<file path="src/rtl/video_pkg.sv">
// Shared video-path definitions: pattern indices, scheduler FSM states and
// the width of the pattern select bus.
package video_pkg;

    localparam int PATTERN_W = 3;

    localparam logic [PATTERN_W-1:0] PAT_BARS  = 3'd0;
    localparam logic [PATTERN_W-1:0] PAT_GRID  = 3'd1;
    localparam logic [PATTERN_W-1:0] PAT_WHITE = 3'd2;
    localparam logic [PATTERN_W-1:0] PAT_BLACK = 3'd3;

    typedef enum logic {
        IDLE    = 1'b0,
        PENDING = 1'b1
    } sched_state_e;

endpackage

</file>
<file path="src/rtl/button_debouncer.sv">
// Front-panel button conditioner: 2-flop synchroniser, stable-level counter
// and a one-cycle pulse on each debounced press (0->1).
module button_debouncer #(
    parameter int DEBOUNCE_CYCLES = 60000
) (
    input  logic clk,
    input  logic reset_n,
    input  logic btn_raw,
    output logic press_evt
);

    localparam int              CNT_W   = (DEBOUNCE_CYCLES > 1) ? $clog2(DEBOUNCE_CYCLES) : 1;
    localparam logic [CNT_W-1:0] CNT_MAX = CNT_W'(DEBOUNCE_CYCLES - 1);

    logic [1:0]       sync_q;
    logic             btn_level;
    logic [CNT_W-1:0] cnt;

    // Bring the raw asynchronous button into the clk domain.
    always_ff @(posedge clk or negedge reset_n) begin
        if (!reset_n) sync_q <= '0;
        else          sync_q <= {sync_q[0], btn_raw};
    end

    // Accept a new level only after it has been seen DEBOUNCE_CYCLES edges in
    // a row; any return to the current level restarts the count.
    always_ff @(posedge clk or negedge reset_n) begin
        if (!reset_n) begin
            cnt       <= '0;
            btn_level <= 1'b0;
            press_evt <= 1'b0;
        end else begin
            press_evt <= 1'b0;
            if (sync_q[1] == btn_level) begin
                cnt <= '0;
            end else if (cnt == CNT_MAX) begin
                cnt       <= '0;
                btn_level <= sync_q[1];
                press_evt <= sync_q[1];
            end else begin
                cnt <= cnt + 1'b1;
            end
        end
    end

endmodule

</file>
<file path="src/rtl/pattern_scheduler.sv">
// Test-pattern scheduler: turns button presses and an optional auto-advance
// timer into pattern_sel changes committed only on vsync rising edges, and
// drives the frame heartbeat LED.
module pattern_scheduler
    import video_pkg::*;
#(
    parameter int NUM_PATTERNS    = 4,
    parameter int DEBOUNCE_CYCLES = 60000,
    parameter int AUTO_FRAMES     = 180,
    parameter int LED_FRAMES      = 30
) (
    input  logic                 clk,
    input  logic                 reset_n,
    input  logic                 vsync,
    input  logic                 btn_next,
    input  logic                 auto_en,
    output logic [PATTERN_W-1:0] pattern_sel,
    output logic                 pattern_update,
    output logic                 frame_led,
    output logic                 busy
);

    localparam int LED_W = (LED_FRAMES  > 1) ? $clog2(LED_FRAMES)  : 1;
    localparam int AUTO_W = (AUTO_FRAMES > 1) ? $clog2(AUTO_FRAMES) : 1;
    localparam logic [LED_W-1:0]     LED_MAX  = LED_W'(LED_FRAMES - 1);
    localparam logic [AUTO_W-1:0]    AUTO_MAX = AUTO_W'(AUTO_FRAMES - 1);
    localparam logic [PATTERN_W-1:0] PAT_LAST = PATTERN_W'(NUM_PATTERNS - 1);

    sched_state_e      state, state_nxt;
    logic              vsync_d;
    logic              frame_tick;
    logic              press_evt;
    logic              auto_evt;
    logic              advance;
    logic [LED_W-1:0]  led_cnt;
    logic [AUTO_W-1:0] auto_cnt;

    button_debouncer #(
        .DEBOUNCE_CYCLES(DEBOUNCE_CYCLES)
    ) u_btn_next (
        .clk      (clk),
        .reset_n  (reset_n),
        .btn_raw  (btn_next),
        .press_evt(press_evt)
    );

    assign frame_tick = vsync & ~vsync_d;
    assign auto_evt   = frame_tick & auto_en & (auto_cnt == AUTO_MAX);
    assign busy       = (state == PENDING);

    // Delayed vsync for rising-edge detection; a held vsync ticks once.
    always_ff @(posedge clk or negedge reset_n) begin
        if (!reset_n) vsync_d <= 1'b0;
        else          vsync_d <= vsync;
    end

    // Heartbeat: toggle the LED every LED_FRAMES frames.
    always_ff @(posedge clk or negedge reset_n) begin
        if (!reset_n) begin
            led_cnt   <= '0;
            frame_led <= 1'b0;
        end else if (frame_tick) begin
            if (led_cnt == LED_MAX) begin
                led_cnt   <= '0;
                frame_led <= ~frame_led;
            end else begin
                led_cnt <= led_cnt + 1'b1;
            end
        end
    end

    // Auto-advance frame counter; a committed manual press restarts the
    // interval so the new pattern gets a full AUTO_FRAMES on screen.
    always_ff @(posedge clk or negedge reset_n) begin
        if (!reset_n)                       auto_cnt <= '0;
        else if (!auto_en)                  auto_cnt <= '0;
        else if (frame_tick && busy)        auto_cnt <= '0;
        else if (auto_evt)                  auto_cnt <= '0;
        else if (frame_tick)                auto_cnt <= auto_cnt + 1'b1;
    end

    // FSM state register.
    always_ff @(posedge clk or negedge reset_n) begin
        if (!reset_n) state <= IDLE;
        else          state <= state_nxt;
    end

    // Next state and advance decision; a press seen on a tick waits for the
    // following frame, and a tick never advances more than once.
    always_comb begin
        state_nxt = state;
        advance   = 1'b0;
        case (state)
            IDLE: begin
                if (auto_evt)  advance   = 1'b1;
                if (press_evt) state_nxt = PENDING;
            end
            PENDING: begin
                if (frame_tick) begin
                    advance   = 1'b1;
                    state_nxt = IDLE;
                end
            end
            default: state_nxt = IDLE;
        endcase
    end

    // Registered pattern index with wrap, plus the matching update strobe.
    always_ff @(posedge clk or negedge reset_n) begin
        if (!reset_n) begin
            pattern_sel    <= PAT_BARS;
            pattern_update <= 1'b0;
        end else begin
            pattern_update <= advance;
            if (advance)
                pattern_sel <= (pattern_sel == PAT_LAST) ? PAT_BARS : pattern_sel + 1'b1;
        end
    end

endmodule

</file>
<file path="config.mk">
export PLATFORM = sky130hd
export DESIGN_NAME = pattern_scheduler
export DESIGN_NICKNAME = d
export VERILOG_FILES = /design/src/rtl/video_pkg.sv /design/src/rtl/button_debouncer.sv /design/src/rtl/pattern_scheduler.sv
export SDC_FILE = /design/constraint.sdc
export NUM_CORES = 1
export LEC_CHECK = 0
export BUFFER_PORTS_ARGS = -buffer_cell sky130_fd_sc_hd__buf_2
export CAP_MARGIN = 20
export CORE_MARGIN = 1
export CORE_UTILIZATION = 53
export CTS_CLUSTER_SIZE = 30
export DETAILED_ROUTE_END_ITERATION = 8
export PLACE_DENSITY_LB_ADDON = 0.2
export SYNTH_ARGS = -nofsm -noshare
export SYNTH_HDL_FRONTEND = slang
export SYNTH_SLANG_ARGS = --single-unit
</file>
<file path="constraint.sdc">
create_clock -name clk -period 1.68 [get_ports clk]
set_input_delay 0 -clock clk [delete_from_list [all_inputs] [get_ports clk]]
set_output_delay 0 -clock clk [all_outputs]
set_load 0.02 [all_outputs]
</file>
# [Word level (Yosys, flattened, before mapping)]
# Index checks and enable logic that the tools add are counted.
[classes] n_lt_le_gt_ge=0 n_bitwise=7 n_addsub=4 reduce_logical=3 n_mux=16 mul=0 shift=0 div_mod_pow=0 eq_ne=6
[ops] cell="two-way mux 16 bit" n=2
[ops] cell="two-way mux 8 bit" n=4
[ops] cell="adder 16 x 1 -> 16 bit (second input constant)" n=1
[ops] cell="== test 16 bit (second input constant)" n=1
[ops] cell="adder 8 x 1 -> 8 bit (second input constant)" n=1
[ops] cell="== test 8 bit (second input constant)" n=1
[ops] cell="two-way mux 1 bit" n=6
[ops] cell="adder 5 x 1 -> 5 bit (second input constant)" n=1
[ops] cell="== test 5 bit (second input constant)" n=1
[ops] cell="two-way mux 5 bit" n=1
[ops] cell="!= test 4 x 1 -> 1 bit (second input constant)" n=1
[ops] cell="NOT 1 bit" n=4
[ops] cell="case mux 1 bit (2 select lines)" n=2
[ops] cell="AND reduction 2 bit" n=2
[ops] cell="adder 3 x 1 -> 3 bit (second input constant)" n=1
[ops] cell="bitwise AND 1 bit" n=3
[ops] cell="== test 3 x 2 -> 1 bit (second input constant)" n=1
[ops] cell="two-way mux 3 bit" n=1
[ops] cell="== test 1 bit" n=1
[ops] cell="logical AND 1 bit" n=1
[word_totals] register_bits=40 mem_count=0 output_inout_bits=6 rom_bits=0 latchBits=0 elab_cells=47 ramBits=0

# [Longest topological paths before layout]
# Gate-level depths: netlist of run 1.
[logic_depth] word_depth=7 ltp_mapped=6

# [Cells and area by module]
# A second synthesis of run 1 with hierarchy kept.
[unflattened] hier_cells=183 area_unflattened_um2=1985.7
[by_module_without_submodules] mod="pattern_scheduler" cells_each=92 n_inst=1 area_per_inst_um2=1008.5
[by_module_without_submodules] mod="button_debouncer" cells_each=91 n_inst=1 area_per_inst_um2=977.2

# [Worst setup path before layout of run 1]
# OpenSTA, ideal clock, no wires.
[synth_timing] path_type="register to register" startpoint="reg u_btn_next.cnt[0]" endpoint="reg u_btn_next.btn_level" t_arrival_ps=1569 setup_slack_ps=-14 stages_incl_launch_ff=5 cell_sequence="dfrtp_1 ha_1 nand3_2 or4_4 mux2_4"
[synth_between] elab_chain_len=2
[synth_lines] element="from (decl)" line_no="button_debouncer.sv:17" rtl="logic [CNT_W-1:0] cnt;"
[synth_lines] element="from (signal assigned)" line_no="button_debouncer.sv:41" rtl="cnt <= cnt + 1'b1;"
[synth_lines] element="== test 16 bit" line_no="button_debouncer.sv:36" rtl="end else if (cnt == CNT_MAX) begin"
[synth_lines] element="AND reduction 2 bit (no source line)"
[synth_lines] element="to (signal assigned)" line_no="button_debouncer.sv:38" rtl="btn_level <= sync_q[1];"
[synth_lines] element="to (decl)" line_no="button_debouncer.sv:16" rtl="logic btn_level;"
# No other way between the ends.
# A chain may end at the register's enable or synchronous reset.

# [Worst setup path in the final report of run 1]
# Same ends and word-level chain as after synthesis.

==> impl_results.md, run 1 <==
- WP data required: between 1500 and 2000 ps
- Syn Nets: 192
- Setup crit start kind: register
- Register share of total power: between 50% and 60%
- Antenna-violating nets left: 0
- Synth unique cells: 38
- CTS Buffer Depth: 2
- GR Util All Layers: between 20% and 30%
- Drt wl/cell: between 10 and 15 µm
- Final Hold Vio Count: 0
- Clock tree from TritonCTS: done
- Crit path kind: reg -> reg
- Period Utilization, post-route: between 90% and 100%
- DIE HEIGHT: about 62 µm
- Design area: around 2200 µm²
- Post-synth EDFFs: 0
- Rows: 21
- CTS Sinks: 40
- Clock-pin transition on the worst setup and hold timing paths: approximately 120 ps
- Core area: between 3000 and 4000 µm²
- Cell Area, Placed: approximately 2100 µm²
- Switching power: between 0.0006 and 0.0007 W
- Seq cells post-synth: 40
- Max Freq: 616 MHz
- # port buffers: 10
- GR Util met3: ~5.6%
- Num CTS Buffers: 5
- Final WL: between 3000 and 4000 µm
- Postcts setup bufs: 0
- Vias in the first global route: 1,334
- Area of the die: ~3800 µm²
- GP Congestion: 0.845
- Sequential fraction of the synthesis area: 52.7%
- Met2 global-route usage: about 37%
- Sw frac: 31.2%
- H-tree Lvls: 2
- Final net count: 221
- P_leak: roughly 0.94 nW
- Met1 usage: 24.6%
- Finish-stage setup viols: 0
- FFs w/ async S/R, synth: 100%
- PD cells: between 900 and 1000 nW/µm²
- Synth Flop Type: dfrtp_1
- Largest net degree at the start of global routing: 41
- Reg area: between 1000 and 1500 µm²
- Drt pass-1 iters: 4
- Crit path capture type: register
- Maxcap violations: 0
- Pins over their slew limit: 0
- Initial DRC Count: ~110
- Most common cell in the netlist: dfrtp_1
- Layout cells sized above 1: between 15 and 20%
- Internal: between 0.001 and 0.0015 W
- R2r endpoint: u_btn_next.btn_level
- Hold Slack: around 220 ps
- GR peak layer: met2
- Synth top area share: a little over half
- Clk root buf: clkbuf_4
- Multi-input logic area: just under 900 µm²
- Clock Skew: about 11 ps
- Worst path arrival time: 1860 ps
- Worst Max-Slew Pin Slew: 493 ps
- Synth top area cells: dfrtp_1 53%, xnor2_1 6.5%, nor2_1 4.9%
- Ports: 11
- Initial antenna violation count: 0
- Flop2flop setup slack: around 57 ps
- Hpwl dp: approximately 2600 µm
- Vias: about 1,500
- Number of remaining DRC errors: 0
- Initial Utilization: 56.0%
- Drt via density: around 5.7
- Clock power share: between 20% and 30%
- Reg2reg path depth: 4
- Clk_lat worst skew: around 340 ps
- Post-synth top cells: 40 x dfrtp_1, 25 x nor2_1, 14 x xnor2_1, 11 x nand2_1, 11 x o21ai_0
- Syn Area/Cell: between 10 and 15 µm²
- FILL cells: between 200 and 300
- Worst R2R Start: u_btn_next.cnt[0]
- Status: complete, no violations
- Combinational fraction of design power: a little under a fifth
- Die Wd: just over 60 µm
- Synthesized area: roughly 1900 µm²
- ANT cells: 0
- Area Overhead vs Synth: 14.9%
- Mapped Cells: 181
- Synth area leader: dfrtp_1
- Peak supply drop: around 420 µV
- Synth warn: 0
- First-pass GRT wire length: 5750 µm
- Crit Path Max Fanout: 4
- Worst min-delay path class: in -> async
- Relative slew slack: about two thirds
- Fin crit period: 1620 ps
- Total grt overflow: 0
- Layout Utilization: 64.4%
==> how the worst max path moves through the flow <==
stage	startpoint	endpoint	slack [ps]
finish	u_btn_next.cnt[0]	u_btn_next.btn_level	60
global placement	u_btn_next.cnt[0]	u_btn_next.cnt[14]	100
global route	auto_cnt[1]	pattern_sel[0]	-4
floorplan	auto_cnt[0]	pattern_sel[0]	80
detailed placement	u_btn_next.cnt[0]	u_btn_next.cnt[15]	60
CTS	u_btn_next.cnt[0]	u_btn_next.cnt[5]	40
==> registers in the layout (all words and copies together) (netlist names) <==
signal,count
auto_cnt,8
frame_led,1
busy,1
u_btn_next.btn_level,1
led_cnt,5
pattern_sel,3
u_btn_next.press_evt,1
u_btn_next.cnt,16
vsync_d,1
u_btn_next.sync_q,2
pattern_update,1
==> stage by stage <==
stage	TNS (ps)	cells	total power, W	setup slack [ps]
after CTS	0	256	0.00202	42.7
after global placement	0	245	0.00153	102
after detailed placement	0	245	0.00155	61.9
final	0	256	0.00200	57.0
after floorplan	0	181	0.00141	84.7
after global routing	-5.04	256	0.00213	-3.99
==> power groups by stage <==
stage / logic [W] / clock network (W) / registers [W]
global route: 0.000429 / 0.000523 / 0.00118
floorplan: 0.000176 / 0 / 0.00123
global placement: 0.000354 / 0 / 0.00117
detailed placement: 0.000373 / 0 / 0.00118
CTS: 0.000381 / 0.000474 / 0.00116
finish: 0.000377 / 0.000463 / 0.00116
==> timing repair <==
| action | in CTS | in global routing |
|---|---|---|
| hold buffers | 4 | 0 |
| resized for setup | 0 | 5 |
| hold endpoints to repair | 44 | 0 |
| endpoints found under the setup margin | 0 | 19 |
==> routing by layer <==
layer / share of wire (%) / routed length [µm] / up-vias
met5: 0 / 0 / -
met1: 43 / 1530 / 720
met4: 1.8 / 66 / 0
met3: 3.1 / 109 / 9
li1: - / - / 707
met2: 52 / 1870 / 23
==> final cells by class <==
| class | instances | share of cell area (%) |
|---|---|---|
| clock inverter | 2 | 0.573 |
| tap | 46 | 2.64 |
| multi-input combinational | 133 | 40.4 |
| sequential | 40 | 45.9 |
| clock buffer | 5 | 1.72 |
| inverter | 5 | 0.860 |
| timing repair buffer | 25 | 7.91 |
==> logic make-up (layout without fill, tap and decap cells) <==
group,after synthesis,after routing,share of synthesized area [%]
AO/OA/AOI/OAI,29,29,9.75
XOR/XNOR,16,16,7.38
adder cells (fa/ha/maj),6,6,3.95
buffers and inverters,8,37,2.04
flip-flops,40,40,52.7
multiplexers,3,3,1.98
AND/OR/NAND/NOR,79,79,22.2
==> placed cells by master, fill, tap and decap left out, types with 5 or more instances in the layout <==
cell type	n
dfrtp_1	40
xnor2_1	14
nand4_1	5
nor4_1	5
nor2_1	24
nand2_1	11
inv_1	5
nor3_1	6
buf_4	11
buf_2	10
o21ai_0	11
clkbuf_4	5
nand3_1	9
==> worst max-delay path, stage by stage, from the launching register on <==
cell and delay (ps):
dfrtp_1 420, ha_2 220, nand3_2 90, or4_4 480
mux2_4 320
No activity file was read; power rests on OpenSTA's default activity.
==> run 2: changes to the inputs <==
--- a/config.mk
+++ b/config.mk
@@ -5,10 +5,11 @@
 export SDC_FILE = /design/constraint.sdc
 export NUM_CORES = 1
 export LEC_CHECK = 0
+export ABC_AREA = 1
 export BUFFER_PORTS_ARGS = -buffer_cell sky130_fd_sc_hd__buf_2
 export CAP_MARGIN = 20
 export CORE_MARGIN = 1
-export CORE_UTILIZATION = 53
+export CORE_UTILIZATION = 54
 export CTS_CLUSTER_SIZE = 30
 export DETAILED_ROUTE_END_ITERATION = 8
 export PLACE_DENSITY_LB_ADDON = 0.2
==> run 2 against run 1 <==
Compared with the run above:
- clock skew is 7.7 ps lower
- register-to-register slack better by 240 ps
- non-clock buffer count is 9 lower
- die area is 6.1% higher
- largest cell class unchanged
- maximum frequency is 17% higher
- sequential cell count stayed put
- sequential power is 5% lower
- combinational power is 44% lower
- clock-buffer cell count is 1 higher
- first-iteration DRC count is 2.7% lower
- highest routed layer unchanged
==> impl_results.md, run 2 <==
- Peak supply drop: 585 µV (+40%)
- Hpwl dp: 2560 µm (-0.14%)
- Post-synth top cells: 59 x nand2_1, 40 x dfrtp_1, 36 x nor2_1, 22 x inv_1, 14 x nand3_1
- Layout cells sized above 1: 18.4% (-0.22 points)
- Mux cell area share after synthesis: 0% (-2.0 points)
- # port buffers: 10 (unchanged)
- ANT cells: 0 (unchanged)
- Synthesized area: 2060 µm² (+8.4%)
- H-tree Lvls: 2 (unchanged)
- Largest net degree at the start of global routing: 41 (unchanged)
- Synth top area cells: dfrtp_1 49%, nand2_1 11%, nor2_1 6.6%
- Worst path arrival time: 1610 ps (-250 ps)
- Initial Utilization: 56.2% (+0.18 points)
- Design area: 2310 µm² (+6.0%)
- Setup TNS: 0 ps (unchanged)
- Largest regs: u_btn_next.cnt (16), auto_cnt (8), led_cnt (5)
- Initial antenna violation count: 0 (unchanged)
- Clk root buf: clkbuf_8
- Clock-pin transition on the worst setup and hold timing paths: 80 ps (-40 ps)
- Synth Flop Type: dfrtp_1
- Total chip power: 0.00197 W (-1.5%)
- Top reg by flops: u_btn_next.cnt
- Final Hold Vio Count: 0 (unchanged)
- RSZ-0062 raised after global routing: no
- Final net count: 277 (+25%)
- Initial DRC Count: 109 (-2.7%)
- GR Util All Layers: 21.1% (-0.25 points)
- Syn Nets: 254 (+32%)
- Post-synthesis adder-cell area fraction: 3.65% (-0.31 points)
- Rows: 22 (+4.8%)
- Reg2reg path depth: 8 (+4)
- Post-synth EDFFs: 0 (unchanged)
- Ports: 11 (unchanged)
- Setup crit start kind: register
- First-pass GRT wire length: 6600 µm (+15%)
- Core area: 3660 µm² (+8.0%)
- Clk_lat worst skew: 290 ps (-50 ps)
- Antenna-violating nets left: 0 (unchanged)
- Sequential fraction of the synthesis area: 48.6% (-4.1 points)
- Postcts setup bufs: 0 (unchanged)
- Seq cells post-synth: 40 (unchanged)
- PD cells: 853 nW/µm² (-7.1%)
- Final WL: 3530 µm (-1.0%)
- Crit path capture type: register
- Area Overhead vs Synth: 12.4%
- Clock Skew: 3.18 ps (-7.67 ps)
- Simple-Gate Fraction of Synth Area: 31.8% (+9.6 points)
- Synth area leader: dfrtp_1
- Period Utilization, post-route: 82.4% (-14 points)
- Total grt overflow: 0 (unchanged)
- Num CTS Buffers: 5 (unchanged)
- Syn Area/Cell: 8.47 µm² (-19%)
- Crit Path Max Fanout: 4 (unchanged)
- Max Freq: 722 MHz (+17%)
- Maxcap violations: 0 (unchanged)
- Max reg flops: 16 (unchanged)
- CTS Buffer Depth: 2 (unchanged)
- Largest family of logic cells by synthesized area: simple AND/OR/NAND/NOR gates
- Mapped Cells: 243 (+34%)
- Vias in the first global route: 1,532 (+15%)
- Worst min-delay path class: in -> reg
- Relative slew slack: 67.2% (about the same)
- CTS Sinks: 40 (unchanged)
- Cell Area, Placed: 2190 µm² (+5.7%)
- Drt wl/cell: 11.2 µm (-20%)
- FFs w/ async S/R, synth: 100% (unchanged)
- Area of the die: 4060 µm² (+6.1%)
- Most frequent cells in the layout: 59 x nand2_1, 40 x dfrtp_1, 36 x nor2_1
- Commonest non-fill, non-tap cell in the layout: nand2_1
- Drt pass-1 iters: 4 (unchanged)
- Fin crit period: 1390 ps (-238 ps)
- FILL cells: 318 (+18%)
- DIE HEIGHT: 63.7 µm (+3.0%)
- Crit path kind: reg -> reg
- Number of remaining DRC errors: 0 (unchanged)
- WP data required: 1910 ps (about the same)
- Synth warn: 0 (unchanged)
- Pins over their slew limit: 0 (unchanged)
- Vias: 1,540 (+5.6%)
- P_leak: 1.09 nW (+15%)
- Post_cts resized: 0 (unchanged)
- Drt via density: 4.89 (-14%)
- Finish-stage setup viols: 0 (unchanged)
- Hold Crit Depth: 5
- GP Congestion: 0.870 (+3.0%)
- Synth top area share: 48.6% (-4.1 points)
- Clock tree from TritonCTS: done
- Synth unique cells: 27 (-29%)
- Multi-input logic area: 960 µm² (+8.8%)
- Synth Area in Compound Gates: 6.57% (-3.2 points)
- Die Wd: 63.7 µm (+3.0%)
- Worst Max-Slew Pin Slew: 492 ps (-0.812 ps)
- Most common cell in the netlist: nand2_1
- Status: complete, no violations
- Reg area: 1000 µm² (unchanged)
- Post-synthesis xor/xnor area fraction: 4.62% (-2.8 points)
## run 2: cell count changes after synthesis, moves of 7 or more
cell	before	now
nand2_1	11	59
inv_1	5	22
xnor2_1	14	2
nor2_1	25	36
nand2_2	1	9
o21ai_0	11	4
o21ai_1	0	7
## run 2: stage by stage
| stage | hold slack (ps) | cells | worst slack [ps] | util [%] |
|---|---|---|---|---|
| 2_1_floorplan | -296 | 243 | 425 | - |
| 3_3_place_gp | 88.3 | 304 | 322 | 59.8 |
| 3_5_place_dp | 89.0 | 304 | 300 | 59.8 |
| 4_1_cts | 178 | 315 | 277 | 63.2 |
| 5_1_grt | 214 | 315 | 125 | 63.2 |
| 6_report | 191 | 315 | 295 | 63.2 |
## run 2: cell families after synthesis
group	Yosys count
AND/OR/NAND/NOR	139
flip-flops	40
buffers and inverters	26
AO/OA/AOI/OAI	22
XOR/XNOR	10
adder cells (fa/ha/maj)	6
## run 2: worst paths after layout
kind	start	to	slack (ps)
min reg2reg	u_btn_next.sync_q[0]	u_btn_next.sync_q[1]	360
min in group asynchronous	reset_n	led_cnt[4]	290
max in group asynchronous	reset_n	u_btn_next.cnt[11]	1050
min	auto_en	auto_cnt[6]	190
max reg2reg	u_btn_next.cnt[0]	u_btn_next.cnt[13]	290
max	u_btn_next.cnt[0]	u_btn_next.cnt[13]	290
## run 2: where the power goes
group	total [W]	leakage [nW]	internal, W	switching [W]
combinational	0.000212	0.502	0.0000902	0.000122
clock	0.000664	0.0510	0.000328	0.000336
sequential	0.00110	0.537	0.00104	0.0000599
## run 2: layer usage
metal / GRT usage (%) / wire (µm) / vias to the layer above
li1: - / - / 817
met1: 27.9 / 1750 / 699
met2: 32.4 / 1610 / 16
met3: 5.36 / 96 / 8
met4: 9.66 / 72 / 0
met5: 0 / 0 / -
## run 2: cell type report
class | instances | share of cell area [%]
Multi-Input combinational cell | 177 | 41.5
Sequential cell | 40 | 43.3
Timing Repair Buffer | 16 | 4.43
Tap cell | 48 | 2.60
Clock inverter | 2 | 0.433
Clock buffer | 6 | 3.57
Inverter | 26 | 4.22
## run 2: critical path, cell delays in order, from the launching register on
cell and delay, ps:
dfrtp_1 400, ha_1 210, nand2_1 130, nor2_2 80, nand2_2 120, nor2_4 40
nor2_2 170, nand2_1 70, nor2_1 90
## run 2: timing repair
action / 4_1_cts / 5_1_grt
endpoints found under the hold margin: 42 / 0
hold buffers: 3 / 0
setup endpoints to repair: 0 / 0
